`src/rtl/mm_pkg.sv`:
```
// Shared constants and state encodings for the UART 3x3 matrix-multiply job path.
package mm_pkg;

  localparam int ELEMS = 9;
  localparam int RES_W = 16;
  localparam int BYTES = 2 * ELEMS;
  localparam int CNT_W = 5;
  localparam logic [7:0] CMD_START = 8'hA5;

  typedef enum logic [2:0] {
    IDLE      = 3'd0,
    RECV_A    = 3'd1,
    RECV_B    = 3'd2,
    COMPUTE   = 3'd3,
    SEND_BYTE = 3'd4,
    SEND_WAIT = 3'd5
  } state_t;

  typedef enum logic [1:0] {
    SER_IDLE,
    SER_BYTE,
    SER_WAIT
  } ser_state_t;

endpackage

```
`src/rtl/mm_result_serializer.sv`:
```
// Snapshots the 9x16-bit product and streams it MSB-first as 18 bytes to uart_tx,
// pacing each byte on tx_busy.
module mm_result_serializer
  import mm_pkg::*;
#(
  parameter int DATA_W = 8
) (
  input  logic                   bclk,
  input  logic                   rst,
  input  logic                   capture,
  input  logic [ELEMS*RES_W-1:0] result,
  input  logic                   tx_busy,
  output logic [DATA_W-1:0]      tx_data,
  output logic                   tx_start,
  output logic [2:0]             phase,
  output logic                   fin
);

  localparam logic [CNT_W-1:0] LAST_BYTE = CNT_W'(BYTES - 1);

  ser_state_t             ser_q, ser_d;
  logic [ELEMS*RES_W-1:0] snap;
  logic [CNT_W-1:0]       byte_idx, idx_d;
  logic                   guard, guard_d;
  logic [DATA_W-1:0]      data_d;
  logic                   start_d;

  // Byte k is element k>>1; even k carries the upper half of the element.
  function automatic logic [DATA_W-1:0] byte_of(input logic [ELEMS*RES_W-1:0] s,
                                                input logic [CNT_W-1:0]       k);
    logic [RES_W-1:0] word;
    word = RES_W'(s >> (k[CNT_W-1:1] * RES_W));
    return k[0] ? word[DATA_W-1:0] : word[RES_W-1 -: DATA_W];
  endfunction

  always_ff @(posedge bclk or posedge rst) begin
    if (rst) begin
      ser_q    <= SER_IDLE;
      snap     <= '0;
      byte_idx <= '0;
      guard    <= 1'b0;
      tx_data  <= '0;
      tx_start <= 1'b0;
    end else begin
      ser_q    <= ser_d;
      byte_idx <= idx_d;
      guard    <= guard_d;
      tx_data  <= data_d;
      tx_start <= start_d;
      if (capture) snap <= result;
    end
  end

  // guard skips the first SER_WAIT cycle, before uart_tx has had a chance to raise busy
  always_comb begin
    ser_d   = ser_q;
    idx_d   = byte_idx;
    guard_d = guard;
    data_d  = tx_data;
    start_d = 1'b0;
    fin     = 1'b0;
    case (ser_q)
      SER_IDLE: begin
        if (capture) begin
          idx_d = '0;
          ser_d = SER_BYTE;
        end
      end
      SER_BYTE: begin
        if (!tx_busy) begin
          data_d  = byte_of(snap, byte_idx);
          start_d = 1'b1;
          guard_d = 1'b1;
          ser_d   = SER_WAIT;
        end
      end
      SER_WAIT: begin
        if (guard) begin
          guard_d = 1'b0;
        end else if (!tx_busy) begin
          if (byte_idx == LAST_BYTE) begin
            fin   = 1'b1;
            ser_d = SER_IDLE;
          end else begin
            idx_d = byte_idx + CNT_W'(1);
            ser_d = SER_BYTE;
          end
        end
      end
      default: ser_d = SER_IDLE;
    endcase
  end

  assign phase = (ser_q == SER_BYTE) ? SEND_BYTE :
                 (ser_q == SER_WAIT) ? SEND_WAIT : IDLE;

endmodule

```
`src/rtl/matmul_job_sequencer.sv`:
```
// Job controller: waits for the start byte, steers 9+9 bytes into matrix memories A/B,
// pulses the Calculator and hands its result to the serializer.
module matmul_job_sequencer
  import mm_pkg::*;
#(
  parameter int DATA_W   = 8,
  parameter int MULT_LAT = 2
) (
  input  logic                   bclk,
  input  logic                   rst,
  input  logic [DATA_W-1:0]      rx_data,
  input  logic                   rx_valid,
  input  logic                   tx_busy,
  input  logic [ELEMS*RES_W-1:0] mult_result,
  output logic                   a_we,
  output logic                   b_we,
  output logic [3:0]             wr_addr,
  output logic [DATA_W-1:0]      wr_data,
  output logic                   mult_start,
  output logic [DATA_W-1:0]      tx_data,
  output logic                   tx_start,
  output logic [2:0]             state,
  output logic                   job_done,
  output logic                   rx_drop
);

  localparam logic [CNT_W-1:0] LAST_ELEM = CNT_W'(ELEMS - 1);
  localparam logic [CNT_W-1:0] LAT_CNT   = CNT_W'(MULT_LAT);

  // SEND_BYTE here stands for the whole transmit phase; the serializer reports the sub-state.
  state_t            cur_state, state_d;
  logic [CNT_W-1:0]  elem_cnt, elem_d;
  logic [CNT_W-1:0]  wait_cnt, wait_d;
  logic              drop_d, a_we_d, b_we_d, start_d, capture, ser_fin;
  logic [3:0]        addr_d;
  logic [DATA_W-1:0] data_d;
  logic [2:0]        ser_phase;

  always_ff @(posedge bclk or posedge rst) begin
    if (rst) begin
      cur_state  <= IDLE;
      elem_cnt   <= '0;
      wait_cnt   <= '0;
      rx_drop    <= 1'b0;
      a_we       <= 1'b0;
      b_we       <= 1'b0;
      wr_addr    <= '0;
      wr_data    <= '0;
      mult_start <= 1'b0;
      job_done   <= 1'b0;
    end else begin
      cur_state  <= state_d;
      elem_cnt   <= elem_d;
      wait_cnt   <= wait_d;
      rx_drop    <= drop_d;
      a_we       <= a_we_d;
      b_we       <= b_we_d;
      wr_addr    <= addr_d;
      wr_data    <= data_d;
      mult_start <= start_d;
      job_done   <= ser_fin;
    end
  end

  always_comb begin
    state_d = cur_state;
    elem_d  = elem_cnt;
    wait_d  = wait_cnt;
    drop_d  = rx_drop;
    a_we_d  = 1'b0;
    b_we_d  = 1'b0;
    addr_d  = wr_addr;
    data_d  = wr_data;
    start_d = 1'b0;
    capture = 1'b0;
    case (cur_state)
      IDLE: begin
        if (rx_valid && rx_data == DATA_W'(CMD_START)) begin
          state_d = RECV_A;
          elem_d  = '0;
          drop_d  = 1'b0;
        end
      end
      RECV_A, RECV_B: begin
        if (rx_valid) begin
          a_we_d = (cur_state == RECV_A);
          b_we_d = (cur_state == RECV_B);
          addr_d = elem_cnt[3:0];
          data_d = rx_data;
          if (elem_cnt == LAST_ELEM) begin
            elem_d  = '0;
            wait_d  = '0;
            state_d = (cur_state == RECV_A) ? RECV_B : COMPUTE;
            start_d = (cur_state == RECV_B);
          end else begin
            elem_d = elem_cnt + CNT_W'(1);
          end
        end
      end
      COMPUTE: begin
        if (rx_valid) drop_d = 1'b1;
        if (wait_cnt == LAT_CNT) begin
          capture = 1'b1;
          wait_d  = '0;
          state_d = SEND_BYTE;
        end else begin
          wait_d = wait_cnt + CNT_W'(1);
        end
      end
      SEND_BYTE: begin
        if (rx_valid) drop_d = 1'b1;
        if (ser_fin) state_d = IDLE;
      end
      default: state_d = IDLE;
    endcase
  end

  mm_result_serializer #(.DATA_W(DATA_W)) u_ser (
    .bclk     (bclk),
    .rst      (rst),
    .capture  (capture),
    .result   (mult_result),
    .tx_busy  (tx_busy),
    .tx_data  (tx_data),
    .tx_start (tx_start),
    .phase    (ser_phase),
    .fin      (ser_fin)
  );

  assign state = (cur_state == SEND_BYTE) ? ser_phase : cur_state;

endmodule

```
`config.mk`:
```
export PLATFORM = sky130hd
export DESIGN_NAME = matmul_job_sequencer
export DESIGN_NICKNAME = d
export VERILOG_FILES = /design/src/rtl/mm_pkg.sv /design/src/rtl/mm_result_serializer.sv /design/src/rtl/matmul_job_sequencer.sv
export SDC_FILE = /design/constraint.sdc
export NUM_CORES = 1
export LEC_CHECK = 0
export CAP_MARGIN = 10
export CORE_MARGIN = 2
export CORE_UTILIZATION = 50
export CTS_CLUSTER_DIAMETER = 80
export DETAILED_ROUTE_END_ITERATION = 8
export GPL_ROUTABILITY_DRIVEN = 0
export HOLD_SLACK_MARGIN = 0.05
export PLACE_DENSITY = 0.79
export SLEW_MARGIN = 20
export SYNTH_ARGS = -nofsm -noshare
export SYNTH_HDL_FRONTEND = slang
export SYNTH_SLANG_ARGS = --single-unit
```
`constraint.sdc`:
```
create_clock -name bclk -period 7.87 [get_ports bclk]
set_clock_uncertainty 0.05 [all_clocks]
set_input_delay 1.574 -clock bclk [delete_from_list [all_inputs] [get_ports bclk]]
set_output_delay 1.574 -clock bclk [all_outputs]
set_load 0.005 [all_outputs]
```
=== Yosys cells after proc, flatten, opt, wreduce, memory -nomap -nowiden ===
Cells that the tools add are included.

* Word-level logic and storage cells: 111
* Bits of input ports: 156
* Bits in registers: 191
* Output and inout bits: 29

* Reductions and logical operators: 19
* Bitwise gates (word level): 1
* $add $sub $neg: 3
* Mux-type cells: 50
* Shifts and indexed selects: 1
* Equal/unequal tests: 21

{| class="wikitable"
|+ Operators by type and width
! cell !! number
|-
| $shr 144x8->16 || 1
|-
| $mux 5 || 10
|-
| $pmux 5 s2 || 3
|-
| $mux 3 || 8
|-
| $mux 1 || 20
|-
| $ne 2x2->1 const B || 10
|-
| $add 5x1->5 const B || 3
|-
| $pmux 3 s4 || 1
|-
| $reduce_and 5->1 || 2
|-
| $reduce_bool 2->1 || 5
|-
| $reduce_and 3->1 || 3
|-
| $eq 8x8->1 const B || 1
|-
| $mux 2 || 4
|-
| $mux 8 || 1
|-
| $eq 3x2->1 const B || 2
|-
| $pmux 2 s3 || 1
|-
| $reduce_and 2->1 || 3
|-
| $eq 5x2->1 const B || 1
|-
| $eq 5x4->1 const B || 1
|-
| $eq 5x5->1 const B || 1
|-
| $pmux 1 s2 || 2
|-
| $reduce_and 4->1 || 1
|-
| $reduce_or 2->1 || 2
|-
| $eq 3x1->1 const B || 1
|-
| other kinds (8) || 8
|}

=== Longest topological paths before layout ===
* Depth after elaboration: 7
* Gate-level depth with buffers: 8
* Depth with buffers taken out: 6

=== Cells and area by module ===
A second synthesis with hierarchy kept.

* Cells, all modules: 676
* Area, all modules: 9042.4 µm²

{| class="wikitable"
|+ By module, submodules not included
! module !! seq. area each (µm²) !! area each (µm²) !! times used !! cells an instance
|-
| mm_result_serializer || 4028.9 || 7559.8 || 1 || 538
|-
| matmul_job_sequencer || 750.7 || 1482.7 || 1 || 138
|}

=== Least setup slack after synthesis ===
Ideal clock, no wire load.

* Kind: in2reg
* From: in rx_data[3]
* To: reg elem_cnt[2]
* Arrival: 2.608 ns
* Setup time: 0.122 ns
* Cell stages on the path: 4
* Path slack: 5.091 ns
* Path buffers: 0
* Required time: 7.698 ns
* Cell sequence: or2_2 -> nor4_2 -> o2bb2ai_1 -> a32o_1

* Word-level cells in the longest chain between the ends: 4

{| class="wikitable"
|+ Ends and longest elaborated chain
! what !! RTL line !! source
|-
| start, declared || matmul_job_sequencer.sv:11 || <nowiki>input logic [DATA_W-1:0] rx_data,</nowiki>
|-
| $eq 8x8->1 || matmul_job_sequencer.sv:78 || <nowiki>if (rx_valid && rx_data == DATA_W'(CMD_START)) begin</nowiki>
|-
| $logic_and 1x1->1 || matmul_job_sequencer.sv:78 ||
|-
| $ne 2x2->1 (no source line) || -- ||
|-
| $reduce_and 3->1 (no source line) || -- ||
|-
| end signal, assigned || matmul_job_sequencer.sv:53 || <nowiki>elem_cnt <= elem_d;</nowiki>
|-
| end, declared || matmul_job_sequencer.sv:32 || <nowiki>logic [CNT_W-1:0] elem_cnt, elem_d;</nowiki>
|}

Every way passes these cells.
A chain may end at the register's enable or synchronous reset.

=== Worst setup path in the final report ===
* From: reg u_ser.ser_q[0]
* To: out state[0]

* Word-level cells in the longest chain between the ends: 4
* Elaborated cells on any way between the ends: 5
* Those cells by class: eq/ne: 2; mux: 3

{| class="wikitable"
|+ Ends and longest elaborated chain
! what !! RTL line !! source
|-
| start, declared || mm_result_serializer.sv:21 || <nowiki>ser_state_t ser_q, ser_d;</nowiki>
|-
| start signal, assigned || mm_result_serializer.sv:45 || <nowiki>ser_q <= ser_d;</nowiki>
|-
| $eq 2x2->1 || mm_result_serializer.sv:95 || <nowiki>(ser_q == SER_WAIT) ? SEND_WAIT : IDLE;</nowiki>
|-
| $mux 3 || mm_result_serializer.sv:95 ||
|-
| $mux 3 * || mm_result_serializer.sv:94 || <nowiki>assign phase = (ser_q == SER_BYTE) ? SEND_BYTE :</nowiki>
|-
| $mux 3 * || matmul_job_sequencer.sv:130 || <nowiki>assign state = (cur_state == SEND_BYTE) ? ser_phase : cur_state;</nowiki>
|-
| end, declared || matmul_job_sequencer.sv:22 || <nowiki>output logic [2:0] state,</nowiki>
|}

Mark *: on every way between the ends. The rest lies on a longest branch, timed or not.

==> results.yml <==
grt:
  grt_max_degree: 145
  grt_usage_pct: 24.4
  antenna_found_initial: 0
  grt_pass1_wl_um: 34400
  grt.overflow.total: 0
  grt_pass1_vias: 6515
clock_network:
  cts-buffers-inserted: 17
  cts_root_buffer: "clkbuf_16"
  clkLatencyLatePin_ns: 0.43
  clock_path_buffers: 2
  htree_levels: 4
  ctsHoldBuffers: 0
  cts_resized: 0
  cts_tree: "built"
  clkSlewWorstSetupHoldPaths_ns: 0.07
  cts_setup_buffers: 0
  clock-sinks: 191
synth:
  ys.flop_type: "dfrtp_1"
  synth.top_cell.area_share_pct: 53.4
  syn-num-nets: 866
  yosys.area.top_type: "dfrtp_1"
  synth-seq-cells: 191
  yosysWarnings: 0
  synthTopCellsByArea: "dfrtp_1 53%, mux2_2 12%, mux2_1 7.6%"
  ys_types: 56
  synth_edf_count: 0
  syn_avg_cell_area_sq_um: 12.8
  ys_seq_area_share_pct: 53.4
  syn_inst: 700
  async_reset_ff_share_pct: 100
  netlist_area_sq_um: 8950
floorplanning:
  die-area_sq_um: 19000
  fp-row-count: 48
  die_x_um: 138
  start_util_pct: 51.4
  core_sq_um: 17400
  die_h_um: 138
  io_pins: 185
min_path:
  min_path_type: "register to register"
  min_to: "u_ser.snap[53]"
  hold_depth: 1
  worstHoldStart: "u_ser.snap[53]"
routing:
  first_iter_violations: 411
  drc_errors: 0
  wl_per_cell_um: 20.3
  ant_nets: 0
  first_pass_iters: 5
  drt-total-wl_um: 22300
  via_count: 6284
  viasPerCell: 5.73
finish:
  final_layout_size_suffix_gt1_share_pct: 16.4
  final_core_util_pct: 65.6
  postLayoutCellArea_sq_um: 11400
  areaGrowthSynthToFinish_pct: 27.6
  fin_nets: 1026
  antennaDiodeCount: 0
setup_path:
  reg2reg_to: "u_ser.snap[33]"
  r2r_slack_ns: 5.24
  crit_required_ns: 6.25
  worstPathMaxFanout: 12
  end_kind: "output pin"
  max_stage_delay_ns: 0.50
  cp.arrival_ns: 2.07
  crit_slowest_cell: "clkdlybuf4s50_1"
  reg2reg_depth: 3
  crit_type: "register to output pin"
  r2r-start: "cur_state[0]"
  cp-start-kind: "register"
  path_cells: "inv_1, ha_1, a31o_2, clkdlybuf4s50_1"
power:
  ir_drop_uv: 160
  cellLeakagePower_nw: 5.05
  powerDensity_nw_per_um2: 176
placed_design:
  numPortBuffers: 184
  dp_slack_ns: 4.06
  place_area_sq_um: 10900
  dp_hpwl_um: 16200
timing:
  period_needed_ns: 3.70
  grt_setup_unrepaired: "no"
  whs_ns: 0.442
  hold_viol: 0
  worst_pin_slew_ns: 1.10
  max-slew-margin-rel_pct: 26.6
  setup_tns_ns: 0
  final-max-slew-violation-count: 0
  layout_setup_ws_ns: 4.17
  period_share_pct: 47.0
  max_clock_freq_ghz: 0.271
  finalSetupViolCount: 0
run:
  cap_violations: 0
run_status:
  status: "complete, no violations"
cell usage in the layout, fill, tap and decap left out, drive strengths merged, types with 10 or more instances in the layout:
master         count
dfrtp            191
clkbuf            20
o211ai            14
nor2              19
a31oi             15
o21ai             12
a21oi             36
a211oi            10
mux2i             57
mux2             157
nor4              11
clkdlybuf4s50    184
nand2             16
nand3             13
inv               23
ha                10
logic make-up after synthesis:
logic type	count (synthesis)	share of synthesized area, %
AOI/OAI and AO/OA	120	8.86
xor gates and xnor gates	2	0.196
adders and majority gates	10	1.40
buffers and inverters	65	3.65
DFF	191	53.4
muxes	214	26.1
and+or+nand+nor	98	6.35
cell type report:
type	instances	area, sq um
Fill cell	1260	6000
Sequential cell	191	4780
Multi-Input combinational cell	444	3860
Timing Repair Buffer	186	1870
Clock buffer	20	457
Tap cell	225	282
Clock inverter	11	85.1
Inverter	20	82.6
where the power goes:
| part | internal [mW] | switching (mW) | total [mW] | leakage (nW) |
|---|---|---|---|---|
| Combinational | 0.108 | 0.0626 | 0.170 | 2.52 |
| Sequential | 1.02 | 0.0220 | 1.04 | 2.28 |
| Clock | 0.422 | 0.374 | 0.796 | 0.259 |
| Total | 1.55 | 0.458 | 2.01 | 5.05 |
through the flow:
step	power, mW	cells
6_report	2.01	1097
3_5_place_dp	1.23	1065
3_3_place_gp	1.22	1065
4_1_cts	2.02	1096
5_1_grt	2.08	1097
2_1_floorplan	1.12	700
cells in the mapped netlist (2+ instances only):
cell type  count
nor4_1        10
nor2_1        18
clkbuf_1      17
nor3_1         4
a2bb2oi_1      8
a31oi_1       15
a22oi_1        8
nand2_1       15
mux2i_1       57
buf_4          2
a211o_1        2
and2_1         3
nand3b_1       2
xnor2_1        2
mux2_1        60
mux2_2        97
dfrtp_1      191
a21o_1         3
buf_2         18
ha_1          10
o211ai_1      14
nor3b_1        3
and3_1         4
nand3_1       13
a21oi_1       36
a211oi_1       9
buf_6          7
nor2b_1        6
o2bb2ai_1      2
o21ai_0       12
inv_1         20
or2_2          2
nand2b_1       7
metal layers:
| layer | routed length (um) | share of wire [%] | global-route usage (%) | vias up |
|---|---|---|---|---|
| li1 | - | - | - | 2878 |
| met1 | 9480 | 43 | 32.5 | 3162 |
| met2 | 11100 | 50 | 40.1 | 216 |
| met3 | 1410 | 6.3 | 6.11 | 28 |
| met4 | 327 | 1.5 | 6.18 | 0 |
| met5 | 0 | 0 | 0 | - |
flip-flops by register name, indices dropped and copies added, names as in the netlist:
signal,cells
a_we,1
mult_start,1
b_we,1
wr_data,8
cur_state,3
rx_drop,1
u_ser.guard,1
job_done,1
u_ser.tx_start,1
u_ser.byte_idx,5
elem_cnt,5
u_ser.tx_data,8
wait_cnt,5
u_ser.snap,144
wr_addr,4
u_ser.ser_q,2
worst max-delay path by stage:
| stage | startpoint | end | slack, ns | cells after the start |
|---|---|---|---|---|
| 2_1_floorplan | rst | a_we | 1.05 | 1 |
| 3_3_place_gp | rst | u_ser.snap[101] | 4.17 | 3 |
| 3_5_place_dp | rst | u_ser.snap[102] | 4.06 | 3 |
| 4_1_cts | u_ser.ser_q[0] | state[0] | 4.16 | 4 |
| 5_1_grt | u_ser.ser_q[0] | state[0] | 4.06 | 4 |
| 6_report | u_ser.ser_q[0] | state[0] | 4.17 | 4 |
critical path, delay by kind of cell, from the launching register on:
family	cells	cell delay (ns)
buffers and inverters	2	0.61
flip-flops	1	0.41
adder cells (fa/ha/maj)	1	0.39
AO/OA/AOI/OAI	1	0.23
Power figures use the tool's default switching activity.
